===== config.mk =====
export PLATFORM = sky130hd
export DESIGN_NAME = fetch_stage
export DESIGN_NICKNAME = d
export VERILOG_FILES = /design/src/rtl/fetch_stage_pkg.sv /design/src/rtl/fetch_hold_buf.sv /design/src/rtl/fetch_stage.sv
export SDC_FILE = /design/constraint.sdc
export NUM_CORES = 1
export LEC_CHECK = 0
export ABC_AREA = 1
export CAP_MARGIN = 30
export CORE_AREA = 2 2 106 87
export DETAILED_ROUTE_END_ITERATION = 6
export DIE_AREA = 0 0 108 89
export PLACE_DENSITY_LB_ADDON = 0.12
export SLEW_MARGIN = 20
export SYNTH_ARGS = -nofsm -noshare
export SYNTH_HDL_FRONTEND = slang
export SYNTH_SLANG_ARGS = --single-unit

===== constraint.sdc =====
create_clock -name clock -period 2.9 [get_ports clock]
set_input_delay 0.435 -clock clock [delete_from_list [all_inputs] [get_ports clock]]
set_output_delay 0.435 -clock clock [all_outputs]
set_load 0.02 [all_outputs]

===== src/rtl/fetch_stage_pkg.sv =====
// Shared definitions for the instruction-fetch stage: FSM state encodings,
// the NOP instruction word and default widths.
package fetch_stage_pkg;

    localparam int DEF_PC_W   = 12;
    localparam int DEF_INSN_W = 32;

    // FSM state encodings
    localparam logic [0:0] ST_RUN  = 1'b0;
    localparam logic [0:0] ST_HOLD = 1'b1;

    // Bubble instruction placed in F/D whenever it holds no real instruction
    localparam logic [31:0] NOP_INSN = 32'd0;

endpackage


===== src/rtl/fetch_hold_buf.sv =====
// Single-entry instruction hold buffer. Captures the ROM word that arrives
// while decode is stalled, hands it back on stall release, and is dropped
// on reset or redirect.
module fetch_hold_buf #(
    parameter int INSN_W = 32
) (
    input  logic              clock,
    input  logic              reset,
    input  logic              flush,
    input  logic              capture,
    input  logic              consume,
    input  logic [INSN_W-1:0] data_in,
    output logic [INSN_W-1:0] insn,
    output logic              valid
);

    // Valid bit: flush beats capture beats consume
    always_ff @(posedge clock) begin
        if (reset || flush) begin
            valid <= 1'b0;
        end else if (capture) begin
            valid <= 1'b1;
        end else if (consume) begin
            valid <= 1'b0;
        end
    end

    // Payload only needs loading on capture; valid qualifies it
    always_ff @(posedge clock) begin
        if (capture) begin
            insn <= data_in;
        end
    end

endmodule


===== src/rtl/fetch_stage.sv =====
// PC register and instruction-fetch stage. Drives a synchronous instruction
// ROM from a registered PC, tracks the in-flight fetch, and loads the F/D
// latch. Decode stalls are absorbed by a one-entry hold buffer; redirects
// flush everything in flight.
// Optional build macro FETCH_STATS_EN adds stall_cycles / redirect_count
// saturating counters as extra outputs.
module fetch_stage
    import fetch_stage_pkg::*;
#(
    parameter int              PC_W     = DEF_PC_W,
    parameter int              INSN_W   = DEF_INSN_W,
    parameter logic [PC_W-1:0] RESET_PC = '0
) (
    input  logic              clock,
    input  logic              reset,
    output logic [PC_W-1:0]   imem_addr,
    input  logic [INSN_W-1:0] imem_data,
    input  logic [PC_W-1:0]   next_pc,
    input  logic              redirect,
    input  logic              stall,
    output logic [PC_W-1:0]   fd_pc,
    output logic [INSN_W-1:0] fd_insn,
    output logic              fd_valid
`ifdef FETCH_STATS_EN
    ,
    output logic [31:0]       stall_cycles,
    output logic [31:0]       redirect_count
`endif
);

    localparam logic [INSN_W-1:0] NOP = INSN_W'(NOP_INSN);

    logic [PC_W-1:0]   pc_q;
    logic [PC_W-1:0]   pc_inc;
    logic [PC_W-1:0]   f_pc_q;
    logic              f_valid_q;
    logic [0:0]        state_q;
    logic [INSN_W-1:0] hold_insn;
    logic              hold_valid;
    logic              hold_capture;
    logic              hold_consume;

    // The ROM address is always the registered PC, never a combinational mux
    assign imem_addr = pc_q;

    // Modulo-2^PC_W increment; wraps naturally at the top of the address space
    assign pc_inc = pc_q + PC_W'(1);

    // Buffer control: capture the arriving word on entry to HOLD, return it on release
    assign hold_capture = !redirect && (state_q == ST_RUN) && stall && f_valid_q;
    assign hold_consume = !redirect && (state_q == ST_HOLD) && !stall;

    fetch_hold_buf #(
        .INSN_W (INSN_W)
    ) u_hold_buf (
        .clock   (clock),
        .reset   (reset),
        .flush   (redirect),
        .capture (hold_capture),
        .consume (hold_consume),
        .data_in (imem_data),
        .insn    (hold_insn),
        .valid   (hold_valid)
    );

    // PC / in-flight fetch / F/D latch / RUN-HOLD FSM; reset > redirect > stall
    always_ff @(posedge clock) begin
        if (reset) begin
            pc_q      <= RESET_PC;
            f_pc_q    <= RESET_PC;
            f_valid_q <= 1'b0;
            fd_pc     <= '0;
            fd_insn   <= NOP;
            fd_valid  <= 1'b0;
            state_q   <= ST_RUN;
        end else if (redirect) begin
            pc_q      <= next_pc;
            f_valid_q <= 1'b0;
            fd_insn   <= NOP;
            fd_valid  <= 1'b0;
            state_q   <= ST_RUN;
        end else if (state_q == ST_RUN) begin
            if (!stall) begin
                fd_pc     <= f_pc_q;
                fd_insn   <= f_valid_q ? imem_data : NOP;
                fd_valid  <= f_valid_q;
                f_pc_q    <= pc_q;
                f_valid_q <= 1'b1;
                pc_q      <= pc_inc;
            end else begin
                state_q   <= ST_HOLD;
            end
        end else begin
            // HOLD: the word for f_pc_q sits in the hold buffer, the ROM keeps
            // re-reading pc_q so its data is ready the cycle after release
            if (!stall) begin
                fd_pc     <= f_pc_q;
                fd_insn   <= hold_valid ? hold_insn : NOP;
                fd_valid  <= hold_valid;
                f_pc_q    <= pc_q;
                f_valid_q <= 1'b1;
                pc_q      <= pc_inc;
                state_q   <= ST_RUN;
            end
        end
    end

`ifdef FETCH_STATS_EN
    function automatic logic [31:0] sat_inc(input logic [31:0] v);
        return (v == 32'hFFFF_FFFF) ? v : v + 32'd1;
    endfunction

    // Saturating event counters; a redirect cycle is not counted as a stall
    always_ff @(posedge clock) begin
        if (reset) begin
            stall_cycles   <= '0;
            redirect_count <= '0;
        end else begin
            if (stall && !redirect) begin
                stall_cycles <= sat_inc(stall_cycles);
            end
            if (redirect) begin
                redirect_count <= sat_inc(redirect_count);
            end
        end
    end
`endif

endmodule

; Word level (Yosys, flattened, before mapping)
; Cells that the tools add are included.
[word_totals]
regBits = 104
output_inout_bits = 57
elab_cells = 38
[classes]
reduce_logical = 11
bitwise = 3
eq_ne = 1
mux = 13
n_addsub = 1
[op_table]
columns = operator, n
row1 = 2-to-1 mux 32 bit, 5
row2 = 2-to-1 mux 12 bit, 2
row3 = adder 12 x 1 -> 12 bit (second input constant), 1
row4 = 2-to-1 mux 1 bit, 6
row5 = logical AND 1 bit, 5
row6 = NOT 1 bit, 3
row7 = zero test 1 bit, 2
row8 = inequality test 2 bit (second input constant), 1
row9 = AND reduction 2 bit, 1
row10 = nonzero test 2 bit, 1
row11 = OR reduction 2 bit, 1
row12 = logical OR 1 bit, 1

; Depth between registers and ports, before layout
[logic_depth]
depth_word = 5
mapped_depth = 9
depth_no_buf = 9

; Modules after synthesis
; A second synthesis with hierarchy kept.
[hier_totals]
hier_cells = 434
hier_area_um2 = 4031.4
[by_module_without_submodules]
columns = module, area_per_inst_um2, instances, seq_area_each_um2, cells_per_inst
row1 = fetch_stage, 3019.1, 1, 1421.4, 394
row2 = fetch_hold_buf, 1012.2, 1, 980.9, 40

; Worst setup path after synthesis
; OpenSTA, ideal clock, no wires.
[synth_timing]
path_type = input to register
from = in redirect
to = reg u_hold_buf.insn[0], enable pin
setup_ns = 0.422
n_path_buf = 0
stages = 3
path_slack_ns = 0.432
t_arrival_ns = 2.046
path_cell_list = inv_2 > nand2_1 > nor2_1
[synth_via]
elab_chain_len = 4
[synth_lines]
columns = item, line_no
row1 = "start, declared", fetch_stage.sv:19  ; input logic redirect,
row2 = zero test 1 bit, fetch_stage.sv:50  ; assign hold_capture = !redirect && (state_q == ST_RUN) && stall && f_valid_q;
row3 = logical AND 1 bit (3 in a row), fetch_stage.sv:50
row4 = named net hold_capture, fetch_stage.sv:40  ; logic hold_capture;
row5 = "end signal, assigned", fetch_hold_buf.sv:31  ; insn <= data_in;
row6 = "end, declared", fetch_hold_buf.sv:13  ; output logic [INSN_W-1:0] insn,
; The timed path passes the listed nets, and every way through them passes these cells.
; A chain may end at the register's enable or synchronous reset.

; Worst setup path in the final report
[layout_timing]
from = reg pc_q[2] (netlist: imem_addr[2])
to = out imem_addr[2]
[layout_rtl]
columns = item, line_no
row1 = "start, declared", fetch_stage.sv:33  ; logic [PC_W-1:0] pc_q;
row2 = "start signal, assigned", fetch_stage.sv:77  ; pc_q <= next_pc;
row3 = "start signal, assigned", fetch_stage.sv:89  ; pc_q <= pc_inc;
row4 = "start signal, assigned", fetch_stage.sv:102  ; pc_q <= pc_inc;
row5 = "end, declared", fetch_stage.sv:16  ; output logic [PC_W-1:0] imem_addr,
; No word-level cell between the ends.

==> flow_metrics.tcl <==
set metrics [dict create \
    path_cells "clkdlybuf4s50_1" \
    synth_cell_type_count 27 \
    cts_buffer_depth 2 \
    cp.required_ps 2470 \
    cp-end-kind "output port" \
    syn-num-nets 486 \
    p_per_area_nw_per_um2 514 \
    dp_hpwl_um 6560 \
    setup_viol 0 \
    fin_setup_tns_ps 0 \
    clock_skew_ps 13.9 \
    start_kind "flop" \
    via_count 3489 \
    slew_violations 0 \
    path_clk_slew_ps 90 \
    antenna_found_initial 0 \
    slew_headroom_pct 54.1 \
    cts_buffers 9 \
    cts_tree "yes" \
    grt_pass1_vias 3119 \
    ant_nets 0 \
    ir_worst_vdd_uv 247 \
    max_freq_mhz 520 \
    pin_count 105 \
    syn_inst 437 \
    first_iter_violations 242 \
    fp.dieW_um 108 \
    critical-path-top-delay-family "buffers and inverters" \
    max_stage_delay_ps 660 \
    wl_um 10000 \
    rows 30 \
    grt_max_degree 70 \
    final_common_cell "clkdlybuf4s50_1" \
    core-area_sq_um 8450 \
    area_delta_synth_final_pct 32.8 \
    die_height_um 89 \
    synth_edf_count 32 \
    period_minus_slack_ps 1920 \
    yosysWarnings 0 \
    finalHoldViolations 0 \
    yosysTopAreaCell "dfxtp_1" \
    root_buffer "clkbuf_8" \
    maxCapViolations 0 \
    grt_setup_unrepaired "false" \
    antennaDiodeCount 0 \
    avgViaCountPerCell 5.38 \
    grt_overflow 0 \
    worstPathArrival_ps 1490 \
    die_area_sq_um 9610 \
    status "finished, final reports clean" \
    start_util_pct 47.6 \
    cp_max_fo 7 \
    async_reset_ff_share_pct 0 \
    dr.pass1.iters 5 \
    finalCritPeriodShare_pct 66.3 \
    synthesis.area_sq_um 4020 \
    post-route-util_pct 63.2 \
    drive_above_1_share_pct 5.41 \
    ys_seq_area_share_pct 59.8 \
    nets 580 \
    clock_sink_count 104 \
    fillerInstances 743 \
    clock_latency_ps 360 \
    cts_resized 0 \
    critPathBufInv 1 \
    p_total_mw 2.75 \
    syn_avg_cell_area_sq_um 9.20 \
    grt.total_usage_pct 21.4 \
    hold_buffers 0 \
    hp-class "reg2reg" \
    netlist.area_leader.share_pct 35.9 \
    grt_pass1_wl_um 15900 \
    p_leak_nw 1.93 \
    cts-htree-levels 3 \
    fin_hold_ws_ps 491 \
    post-route-drc-count 0 \
    tightest_slew_ps 688 \
    cts_setup_buffers 0 \
    ys.flop_type "dfxtp_1" \
    ys_ff_latch 104 \
    wl_per_cell_um 15.4 \
    path_class "reg2out" \
    slowest_stage "clkdlybuf4s50_1" \
    gp_congestion 0.860 \
    portBuffers 104 \
    synthTopCellsByArea "dfxtp_1, edfxtp_1, o21ai_0" \
    final_cell_mix "clkdlybuf4s50_1, dfxtp_1, o21ai_0" \
]
routing by layer:
metal	GRT usage [%]	vias to the layer above	share of wire (%)
met1	32.1	1601	48
met5	0	-	0
met2	29.8	164	42
met3	6.12	11	8.3
li1	-	1713	-
met4	6.76	0	0.94
kinds of logic (layout without fill, tap and decap cells):
family                     after synthesis  in the layout  share of synthesized area (%)
and+or+nand+nor                        140            140                           14.1
AOI/OAI and AO/OA                      135            135                           19.9
DFF                                    104            104                           59.8
buffers and inverters                   56            155                           5.66
adders and majority gates                1              1                          0.311
xor gates and xnor gates                 1              1                          0.218
metrics by stage:
step                cells  area [sq um]  setup slack [ps]
finish                648          5340               976
global route          648          5340               871
CTS                   648          5340               953
detailed placement    632          5160               656
global placement      631          5140               732
floorplan             437          4020               432
where the power goes:
part	total (mW)	internal [mW]	switching (mW)
sequential	1.59	1.55	0.0350
combinational	0.351	0.163	0.188
clock	0.810	0.321	0.488
total	2.75	2.03	0.711
state kept, by name (all words and copies together), names as in the netlist:
| signal | count |
|---|---|
| f_pc_q | 12 |
| f_valid_q | 1 |
| fd_insn | 32 |
| fd_pc | 12 |
| fd_valid | 1 |
| imem_addr | 12 |
| state_q | 1 |
| u_hold_buf.insn | 32 |
| u_hold_buf.valid | 1 |
area by class of cell:
type                            instances  area [sq um]  share of cell area (%)
Sequential cell                       104          2400                    45.0
Tap cell                              112           140                    2.63
Multi-Input combinational cell        277          1400                    26.2
Timing Repair Buffer                  112          1120                    21.0
Clock inverter                          5          41.3                   0.774
Inverter                               27           101                    1.90
Clock buffer                           11           131                    2.46
path summary, 6_finish.rpt:
path / from / end / slack (ps) / cells after the start
max: imem_addr[2] / imem_addr[2] / 980 / 1
min: u_hold_buf.valid / u_hold_buf.valid / 490 / 2
max reg2reg: imem_addr[1] / imem_addr[8] / 1330 / 8
min reg2reg: u_hold_buf.valid / u_hold_buf.valid / 490 / 2
cells in the mapped netlist (2+ instances only):
| cell type | instances |
|---|---|
| a21oi_1 | 35 |
| edfxtp_1 | 32 |
| clkbuf_1 | 18 |
| nand3b_1 | 3 |
| dfxtp_1 | 72 |
| buf_2 | 7 |
| a32oi_1 | 31 |
| o21ai_0 | 64 |
| inv_2 | 3 |
| nor3_1 | 2 |
| nand2_1 | 51 |
| nor2_1 | 65 |
| buf_4 | 2 |
| nand3_1 | 15 |
| nand4_1 | 2 |
| inv_1 | 23 |
| a21boi_0 | 2 |
Note: power is estimated with default switching activity, not from simulation.
